===== src/rtl/i2c_target_regs.sv =====
// I2C target responder: filtered START/STOP/bit decode, 7-bit address match, byte register port.
// Build option: define I2C_TARGET_CLK_STRETCH_EN to hold SCL low 16 clks before read loads and after writes.
module i2c_target_regs #(
  parameter logic [6:0]  DEV_ADDR       = 7'h42,
  parameter int unsigned REG_ADDR_WIDTH = 8,
  parameter int unsigned FILTER_LEN     = 3,
  parameter int unsigned SDA_HOLD       = 4
) (
  input  logic                      clk,
  input  logic                      rst_n,
  input  logic                      i_scl_in,
  output logic                      o_scl_out,
  output logic                      o_scl_tri,
  input  logic                      i_sda_in,
  output logic                      o_sda_out,
  output logic                      o_sda_tri,
  output logic                      o_wr_stb,
  output logic [REG_ADDR_WIDTH-1:0] o_wr_addr,
  output logic [7:0]                o_wr_data,
  output logic [REG_ADDR_WIDTH-1:0] o_rd_addr,
  input  logic [7:0]                i_rd_data,
  output logic                      o_busy
);

  typedef enum logic [3:0] {
    StIdle, StAddr, StAddrAck, StPtr, StPtrAck,
    StWdata, StWdataAck, StRdata, StRdataAck, StWaitStop
  } state_e;

  localparam int unsigned FiltW = $clog2(FILTER_LEN + 1);
  localparam int unsigned HoldW = $clog2(SDA_HOLD + 1);

  logic [1:0]       scl_sync_q, sda_sync_q;
  logic             scl_filt_q, sda_filt_q, scl_prev_q, sda_prev_q;
  logic [FiltW-1:0] scl_cnt_q, sda_cnt_q;

  // Filtered lines only move after FILTER_LEN consecutive differing samples.
  always_ff @(posedge clk or negedge rst_n) begin
    if (!rst_n) begin
      scl_sync_q <= 2'b11;
      sda_sync_q <= 2'b11;
      scl_filt_q <= 1'b1;
      sda_filt_q <= 1'b1;
      scl_prev_q <= 1'b1;
      sda_prev_q <= 1'b1;
      scl_cnt_q  <= '0;
      sda_cnt_q  <= '0;
    end else begin
      scl_sync_q <= {scl_sync_q[0], i_scl_in};
      sda_sync_q <= {sda_sync_q[0], i_sda_in};
      scl_prev_q <= scl_filt_q;
      sda_prev_q <= sda_filt_q;
      if (scl_sync_q[1] == scl_filt_q) begin
        scl_cnt_q <= '0;
      end else if (scl_cnt_q == FiltW'(FILTER_LEN - 1)) begin
        scl_filt_q <= scl_sync_q[1];
        scl_cnt_q  <= '0;
      end else begin
        scl_cnt_q <= scl_cnt_q + FiltW'(1);
      end
      if (sda_sync_q[1] == sda_filt_q) begin
        sda_cnt_q <= '0;
      end else if (sda_cnt_q == FiltW'(FILTER_LEN - 1)) begin
        sda_filt_q <= sda_sync_q[1];
        sda_cnt_q  <= '0;
      end else begin
        sda_cnt_q <= sda_cnt_q + FiltW'(1);
      end
    end
  end

  logic scl_rise, scl_fall, start_det, stop_det;
  assign scl_rise  = scl_filt_q & ~scl_prev_q;
  assign scl_fall  = ~scl_filt_q & scl_prev_q;
  assign start_det = scl_filt_q & scl_prev_q & sda_prev_q & ~sda_filt_q;
  assign stop_det  = scl_filt_q & scl_prev_q & ~sda_prev_q & sda_filt_q;

  state_e                    state_q, state_d;
  logic [3:0]                bit_cnt_q, bit_cnt_d;
  logic [7:0]                shift_q, shift_d;
  logic                      rw_q, rw_d;
  logic [REG_ADDR_WIDTH-1:0] ptr_q, ptr_d;
  logic                      wr_stb_q, wr_stb_d;
  logic [REG_ADDR_WIDTH-1:0] wr_addr_q, wr_addr_d;
  logic [7:0]                wr_data_q, wr_data_d;
  logic                      busy_q;
  logic                      load_req;
  logic                      str_load;
  logic                      load_pend;
  logic [7:0]                byte_in;
  logic                      byte_end;

  assign byte_in  = {shift_q[6:0], sda_filt_q};
  assign byte_end = scl_rise && (bit_cnt_q == 4'd7);

`ifdef I2C_TARGET_CLK_STRETCH_EN
  localparam bit StretchEn = 1'b1;
`else
  localparam bit StretchEn = 1'b0;
`endif

  always_comb begin
    state_d   = state_q;
    bit_cnt_d = bit_cnt_q;
    shift_d   = shift_q;
    rw_d      = rw_q;
    ptr_d     = ptr_q;
    wr_stb_d  = 1'b0;
    wr_addr_d = wr_addr_q;
    wr_data_d = wr_data_q;
    load_req  = 1'b0;
    if (start_det) begin
      state_d   = StAddr;
      bit_cnt_d = '0;
    end else if (stop_det) begin
      state_d   = StIdle;
      bit_cnt_d = '0;
    end else begin
      unique case (state_q)
        StAddr, StPtr, StWdata: begin
          if (scl_rise) begin
            shift_d   = byte_in;
            bit_cnt_d = bit_cnt_q + 4'd1;
          end
          if (byte_end) begin
            if (state_q == StAddr) begin
              rw_d    = sda_filt_q;
              state_d = (byte_in[7:1] == DEV_ADDR) ? StAddrAck : StWaitStop;
            end else if (state_q == StPtr) begin
              ptr_d   = REG_ADDR_WIDTH'(byte_in);
              state_d = StPtrAck;
            end else begin
              wr_stb_d  = 1'b1;
              wr_addr_d = ptr_q;
              wr_data_d = byte_in;
              ptr_d     = ptr_q + REG_ADDR_WIDTH'(1);
              state_d   = StWdataAck;
            end
          end
        end
        StRdata: begin
          if (scl_rise) begin
            bit_cnt_d = bit_cnt_q + 4'd1;
            if (byte_end) state_d = StRdataAck;
          end else if (scl_fall && bit_cnt_q != 4'd0) begin
            shift_d = {shift_q[6:0], 1'b0};
          end
        end
        StAddrAck, StPtrAck, StWdataAck, StRdataAck: begin
          // bit_cnt 9 marks that the ACK clock has risen, so its fall ends the byte
          if (scl_rise) begin
            bit_cnt_d = 4'd9;
            if (state_q == StRdataAck) begin
              if (sda_filt_q) state_d = StWaitStop;
              else ptr_d = ptr_q + REG_ADDR_WIDTH'(1);
            end
          end else if (scl_fall && bit_cnt_q == 4'd9) begin
            bit_cnt_d = '0;
            if (state_q == StRdataAck || (state_q == StAddrAck && rw_q)) begin
              state_d  = StRdata;
              load_req = 1'b1;
            end else if (state_q == StAddrAck) begin
              state_d = StPtr;
            end else begin
              state_d = StWdata;
            end
          end
        end
        StIdle, StWaitStop: ;
        default: state_d = StIdle;
      endcase
      if (StretchEn ? str_load : load_req) shift_d = i_rd_data;
    end
  end

  always_ff @(posedge clk or negedge rst_n) begin
    if (!rst_n) begin
      state_q   <= StIdle;
      bit_cnt_q <= '0;
      shift_q   <= '0;
      rw_q      <= 1'b0;
      ptr_q     <= '0;
      wr_stb_q  <= 1'b0;
      wr_addr_q <= '0;
      wr_data_q <= '0;
      busy_q    <= 1'b0;
    end else begin
      state_q   <= state_d;
      bit_cnt_q <= bit_cnt_d;
      shift_q   <= shift_d;
      rw_q      <= rw_d;
      ptr_q     <= ptr_d;
      wr_stb_q  <= wr_stb_d;
      wr_addr_q <= wr_addr_d;
      wr_data_q <= wr_data_d;
      busy_q    <= (state_d != StIdle);
    end
  end

  logic             sda_want;
  logic             sda_tri_q;
  logic [HoldW-1:0] hold_cnt_q;

  always_comb begin
    sda_want = 1'b1;
    unique case (state_q)
      StAddrAck, StPtrAck, StWdataAck: sda_want = 1'b0;
      StRdata:                         sda_want = shift_q[7] | load_pend;
      default:                         sda_want = 1'b1;
    endcase
  end

  // SDA only changes SDA_HOLD clks after SCL fall (or after a stretched read load).
  always_ff @(posedge clk or negedge rst_n) begin
    if (!rst_n) begin
      sda_tri_q  <= 1'b1;
      hold_cnt_q <= '0;
    end else if (start_det || stop_det) begin
      sda_tri_q  <= 1'b1;
      hold_cnt_q <= '0;
    end else if (scl_fall || str_load) begin
      hold_cnt_q <= HoldW'(SDA_HOLD);
    end else if (hold_cnt_q != '0) begin
      hold_cnt_q <= hold_cnt_q - HoldW'(1);
      if (hold_cnt_q == HoldW'(1)) sda_tri_q <= sda_want;
    end
  end

`ifdef I2C_TARGET_CLK_STRETCH_EN
  logic [4:0] str_cnt_q;
  logic       scl_tri_q, load_pend_q, wr_arm_q;

  assign str_load  = load_pend_q && (str_cnt_q == 5'd1);
  assign load_pend = load_pend_q;
  assign o_scl_tri = scl_tri_q;

  always_ff @(posedge clk or negedge rst_n) begin
    if (!rst_n) begin
      str_cnt_q   <= '0;
      scl_tri_q   <= 1'b1;
      load_pend_q <= 1'b0;
      wr_arm_q    <= 1'b0;
    end else if (start_det || stop_det) begin
      str_cnt_q   <= '0;
      scl_tri_q   <= 1'b1;
      load_pend_q <= 1'b0;
      wr_arm_q    <= 1'b0;
    end else begin
      if (wr_stb_q) wr_arm_q <= 1'b1;
      if (load_req) begin
        str_cnt_q   <= 5'd16;
        scl_tri_q   <= 1'b0;
        load_pend_q <= 1'b1;
      end else if (scl_fall && wr_arm_q) begin
        str_cnt_q <= 5'd16;
        scl_tri_q <= 1'b0;
        wr_arm_q  <= 1'b0;
      end else if (str_cnt_q != 5'd0) begin
        str_cnt_q <= str_cnt_q - 5'd1;
        if (str_cnt_q == 5'd1) begin
          scl_tri_q   <= 1'b1;
          load_pend_q <= 1'b0;
        end
      end
    end
  end
`else
  assign str_load  = 1'b0;
  assign load_pend = 1'b0;
  assign o_scl_tri = 1'b1;
`endif

  assign o_scl_out = 1'b0;
  assign o_sda_out = 1'b0;
  assign o_sda_tri = sda_tri_q;
  assign o_wr_stb  = wr_stb_q;
  assign o_wr_addr = wr_addr_q;
  assign o_wr_data = wr_data_q;
  assign o_rd_addr = ptr_q;
  assign o_busy    = busy_q;

endmodule


===== config.mk =====
export PLATFORM = sky130hd
export DESIGN_NAME = i2c_target_regs
export DESIGN_NICKNAME = d
export VERILOG_FILES = /design/src/rtl/i2c_target_regs.sv
export SDC_FILE = /design/constraint.sdc
export NUM_CORES = 1
export LEC_CHECK = 0
export CORE_MARGIN = 10
export CORE_UTILIZATION = 54
export DETAILED_ROUTE_END_ITERATION = 6
export MAX_ROUTING_LAYER = met4
export PLACE_DENSITY = 0.76
export SYNTH_ARGS = -nofsm -noshare
export SYNTH_HDL_FRONTEND = slang
export SYNTH_SLANG_ARGS = --single-unit

===== constraint.sdc =====
create_clock -name clk -period 2.8 [get_ports clk]
set_input_delay 0.28 -clock clk [delete_from_list [all_inputs] [get_ports clk]]
set_output_delay 0.28 -clock clk [all_outputs]
set_load 0.01 [all_outputs]

==> results of run 1 <==
power by group through the flow:
stage,combinational (mW),clock (mW),sequential (mW)
after detailed placement,0.867,0,1.34
after global routing,0.972,0.807,1.37
after floorplan,0.822,0,1.19
after global placement,0.843,0,1.33
final,0.864,0.755,1.33
after CTS,0.870,0.768,1.33
area by class of cell:
| type | count | area, sq um | area share, % |
|---|---|---|---|
| clock buffer | 11 | 141 | 3.81 |
| clock inverter | 5 | 52.6 | 1.42 |
| inverter | 11 | 41.3 | 1.11 |
| multi-input combinational | 227 | 1490 | 40.2 |
| sequential | 59 | 1490 | 40.1 |
| tap | 72 | 90.1 | 2.43 |
| timing repair buffer | 42 | 408 | 11.0 |
logic make-up after synthesis:
group | Yosys count
AO/OA/AOI/OAI | 70
XOR/XNOR | 5
adder cells (fa/ha/maj) | 7
buffers and inverters | 31
flip-flops | 59
multiplexers | 22
other | 2
AND/OR/NAND/NOR | 120
routing by layer:
layer / track usage (%) / vias up / share of wire, %
li1: - / 1164 / -
met1: 20.7 / 1136 / 46
met2: 23.3 / 69 / 48
met3: 4.12 / 10 / 5.4
met4: 6.51 / 0 / 1.4
met5: - / - / 0
registers in the layout (all words and copies together) (netlist names), 2 cells and up:
register and cells:
hold_cnt_q 3, o_rd_addr 8, sda_sync_q 2, bit_cnt_q 4, o_wr_addr 8, scl_sync_q 2, o_wr_data 8, sda_cnt_q 2
shift_q 8, scl_cnt_q 2, state_q 4
how the worst max path moves through the flow:
stage	end	slack (ns)	cells after the start
3_3_place_gp	shift_q[0]	0.54	6
4_1_cts	shift_q[0]	0.48	6
6_report	shift_q[0]	0.47	6
2_1_floorplan	shift_q[1]	0.72	8
3_5_place_dp	shift_q[0]	0.48	6
5_1_grt	o_rd_addr[0]	0.30	6
synth_stat cells, drive strengths merged (2+ instances only):
| library cell | n | area [sq um] |
|---|---|---|
| a31oi | 3 | 18.8 |
| a2bb2oi | 2 | 17.5 |
| nor3b | 3 | 22.5 |
| nor2 | 14 | 62.6 |
| mux2i | 3 | 30.0 |
| and3 | 2 | 12.5 |
| mux2 | 19 | 267 |
| o31ai | 4 | 30.0 |
| nand3 | 7 | 35.0 |
| xnor2 | 3 | 26.3 |
| conb | 2 | 7.51 |
| a21oi | 22 | 110 |
| a221oi | 2 | 17.5 |
| o22ai | 6 | 37.5 |
| o21bai | 2 | 15.0 |
| nor3 | 5 | 25.0 |
| xor2 | 2 | 17.5 |
| dfrtp | 50 | 1250 |
| nand3b | 2 | 18.8 |
| nor4b | 2 | 17.5 |
| nand2 | 56 | 210 |
| clkbuf | 6 | 22.5 |
| and2b | 2 | 15.0 |
| buf | 14 | 101 |
| inv | 11 | 41.3 |
| nand4 | 3 | 18.8 |
| or4 | 3 | 22.5 |
| ha | 7 | 87.6 |
| nand2b | 7 | 51.3 |
| o21ai | 19 | 106 |
| or3 | 4 | 30.0 |
| nor2b | 5 | 31.3 |
| dfstp | 9 | 236 |
worst max-delay path: stages, from the launching register on:
cell	delay, ns
dfstp_2	0.63
nand2b_4	0.10
or3_4	0.42
nor2_4	0.11
nand3b_2	0.30
o21ai_4	0.28
mux2_2	0.38
timing repair:
action,CTS,global route
hold buffers,1,0
hold endpoints to repair,22,0
resized for setup,0,0
==> results.toml, run 1 <==
[outcome]
outcome = "finished clean"

[detailed_routing]
drc = 0
ant_nets = 0
first_pass_iters = 4
wl_mm = 6.74
wire_per_inst_microns = 15.8
drt_iter0_markers = 178
vias = 2379
viasPerCell = 5.57

[placement]
place_congestion = 0.871
dp_hpwl_mm = 5.05
place_ws_ns = 0.476
placed_area_sq_mm = 0.00351
dpl.cell_count = 410
io_buffer_count = 38

[final_layout]
final_cell_area_sq_mm = 0.00371
syn2layout_area_growth_pct = 18.2
antenna_cells = 0
post-route-util_pct = 66.6
final_cells = 427
fillers = 455
final_common_cell = "nand2_1"
drive_gt1_share_pct = 15.2
layout.nets = 369
final_cell_mix = "nand2_1, dfrtp_1, clkdlybuf4s50_1"

[timing]
finClkSkew_ns = 0.0124
slew_violations = 0
worstMarginPinSlew_ns = 0.624
finalWorstSetupSlack_ns = 0.473
setup-violations-final = 0
fin_crit_sh_pct = 83.1
slew_headroom_pct = 58.4
hold_viol = 0
max_freq_mhz = 430
tns_ns = 0
timing.hold.ws_ns = 0.350
period_minus_slack_ns = 2.33
rsz0062_at_grt = "false"

[yosys]
synth-seq-cells = 59
synth_edf_count = 0
synth-xor-area-share_pct = 1.39
synth_compound_area_share_pct = 13.9
synth_simple_gate_area_share_pct = 19.6
async_flop_share_pct = 100
yosysWarnings = 0
synthAdderAreaFrac_pct = 2.79
syn_inst = 316
synth_top_family_by_area = "simple AND/OR/NAND/NOR gates"
synth_area_sq_mm = 0.00314
avgSynthCellArea_sq_um = 9.94
synth_flop_cell = "dfrtp_1"
ys_seq_area_share_pct = 47.4
synthDistinctLibCells = 57
yosys-mux-area-fraction_pct = 9.44

[floorplanning]
fp.dieH_microns = 96.3
initial_core_util_pct = 56.3
num_io_pins = 42
die_area_sq_mm = 0.00927
core_sq_mm = 0.00557
die_w_microns = 96.3
rows = 27

[cts]
cts.htree.levels = 3
clkLatencyLatePin_ns = 0.34
postCtsSetupBuffers = 0
root_buffer = "clkbuf_8"
cts.sinks = 59
clk_pin_slew_ns = 0.06
cts_tree = "built"
cts_buffers = 9
cts_buffer_depth = 2

[setup_path]
r2r-start = "scl_prev_q"
crit_type = "reg2reg"
crit_start = "scl_prev_q"
crit_path_end_kind = "register"
arrival_ns = 2.55
crit_path_max_fanout = 10
r2r_cells = 6
r2r_setup_slack_ns = 0.47
start_kind = "register"
r2r-end = "shift_q[0]"
cp.required_ns = 3.02

[global_route]
grt.overflow.total = 0
grt_usage_pct = 16.0
grt_pass1_wl_mm = 11.2
antenna_found_initial = 0
grt_pass1_vias = 2312
grt_max_degree = 30

[power]
intPower_mw = 1.96
seq_power_share_pct = 45.2
p_switching_mw = 0.991
p_clk_share_pct = 25.6
power.leakage_nw = 1.69
swShare_pct = 33.6
finalPower_mw = 2.95
comb_power_share_pct = 29.3
power_density_mw_per_mm2 = 795
vdd_ir_drop_max_v = 0.000423

[flow_run]
drv_cap = 0

[min_path]
hold_start = "i_scl_in"
whs_path_depth = 1
hp-class = "in2reg"
worstHoldEndpoint = "scl_sync_q[0]"
No activity file was read; power rests on OpenSTA's default activity.
==> inputs of run 2 (changes only) <==
clock period = 2.39 ns   (was 2.8 ns; I/O delays follow)
==> run 2 against run 1 <==
Effect of this change: sequential power up 13%; design area up 2.8%; register-to-register slack worse by 0.29 ns; clock power up 19%; non-clock buffer count up 9; clock skew down 0.0018 ns; first-iteration DRC count up 20%; sequential share of layout area down 1.1 points; critical path type unchanged; highest routed layer unchanged.
==> results.toml, run 2 (synthesized netlist as in run 1, its figures left out) <==
[setup_path]
crit_path_end_kind = "register"
start_kind = "register"
arrival_ns = 2.41
crit_path_max_fanout = 12
crit_type = "reg2reg"
cp.required_ns = 2.59

[timing]
finClkSkew_ns = 0.0106
setup-violations-final = 0
hold_viol = 0
rsz0062_at_grt = "false"
slew_violations = 0
worstMarginPinSlew_ns = 0.630
tns_ns = 0
max_freq_mhz = 453
period_minus_slack_ns = 2.21
timing.hold.ws_ns = 0.300
fin_crit_sh_pct = 92.3
slew_headroom_pct = 57.9

[final_layout]
multiInputGateArea_sq_mm = 0.00151
drive_gt1_share_pct = 17.9
syn2layout_area_growth_pct = 21.5
layout.area.seq_sq_mm = 0.00149
fillers = 445
final_cell_mix = "nand2_1, dfrtp_1, clkdlybuf4s50_1"
layout.nets = 378
antenna_cells = 0
final_common_cell = "nand2_1"

[power]
comb_power_share_pct = 33.3
power.leakage_nw = 1.78
seq_power_share_pct = 41.8
p_switching_mw = 1.23
p_clk_share_pct = 24.9
vdd_ir_drop_max_v = 0.000510
intPower_mw = 2.36
power_density_mw_per_mm2 = 941
swShare_pct = 34.2

[detailed_routing]
wire_per_inst_microns = 16.7
viasPerCell = 5.71
first_pass_iters = 4
drc = 0
ant_nets = 0
vias = 2488
wl_mm = 7.30
drt_iter0_markers = 213

[cts]
root_buffer = "clkbuf_8"
cts_tree = "built"
cts_buffer_depth = 2
postCtsSetupBuffers = 0
cts_buffers = 9
clk_pin_slew_ns = 0.06
cts.sinks = 59
clkLatencyLatePin_ns = 0.34
cts.htree.levels = 3

[flow_run]
drv_cap = 0

[floorplanning]
die_w_microns = 96.3
core_sq_mm = 0.00557
rows = 27
initial_core_util_pct = 56.3
die_area_sq_mm = 0.00927
fp.dieH_microns = 96.3
num_io_pins = 42

[global_route]
grt_pass1_wl_mm = 11.8
grt_pass1_vias = 2376
grt_usage_pct = 16.8
grt.overflow.total = 0
grt_max_degree = 35
antenna_found_initial = 0

[placement]
place_congestion = 0.919
io_buffer_count = 38
dp_hpwl_mm = 5.27

[outcome]
outcome = "finished clean"

[min_path]
hp-class = "in2reg"
[run 2: final cells by class]
cell class	instances	share of cell area, %
clock buffer	11	3.71
clock inverter	5	1.38
inverter	11	1.08
multi-input combinational	227	39.7
sequential	59	39.0
tap	72	2.36
timing repair buffer	51	12.8
[run 2: metrics by stage]
stage	instance area [sq um]	power (mW)	setup WS [ns]	std cells	utilization (%)
floorplan	3140	2.36	0.307	317	-
global placement	3590	2.63	0.182	419	64.4
detailed placement	3590	2.68	0.133	419	64.4
CTS	3790	3.59	0.100	436	68.0
global route	3810	3.79	0.0417	436	68.4
finish	3810	3.59	0.183	436	68.4
[run 2: path summary, 6_finish.rpt]
path	startpoint	end	slack, ns	cells after the start
setup / recovery	scl_filt_q	o_busy	0.18	5
hold / removal	i_scl_in	scl_sync_q[0]	0.30	1
setup reg to reg	scl_filt_q	o_busy	0.18	5
hold reg to reg	sda_sync_q[0]	sda_sync_q[1]	0.36	0
max in group asynchronous	rst_n	shift_q[6]	1.37	3
min in group asynchronous	rst_n	scl_cnt_q[0]	0.44	2
[run 2: power groups by stage]
stage	clock, mW	combinational [mW]	sequential, mW
2_1_floorplan	0	0.963	1.40
3_3_place_gp	0	1.13	1.49
3_5_place_dp	0	1.18	1.50
4_1_cts	0.911	1.19	1.49
5_1_grt	0.951	1.31	1.53
6_report	0.895	1.20	1.50
[run 2: worst max-delay path, stage by stage (launching register included)]
cell and delay, ns:
dfstp_2 0.66, nand2b_1 0.17, or4_1 0.42, a32oi_1 0.20, a221oi_1 0.14, or4_1 0.48
[run 2: what timing repair did]
action	in CTS	in global routing
hold buffers	1	0
endpoints found under the hold margin	16	0
endpoints found under the setup margin	0	10
gates resized for setup	0	4
[run 2: per-layer routing]
metal | share of wire (%) | routed length, microns | track usage, %
met1 | 45 | 3300 | 22.0
met2 | 48 | 3500 | 24.4
met3 | 5.5 | 399 | 3.66
met4 | 1.3 | 95 | 7.62
met5 | 0 | 0 | -
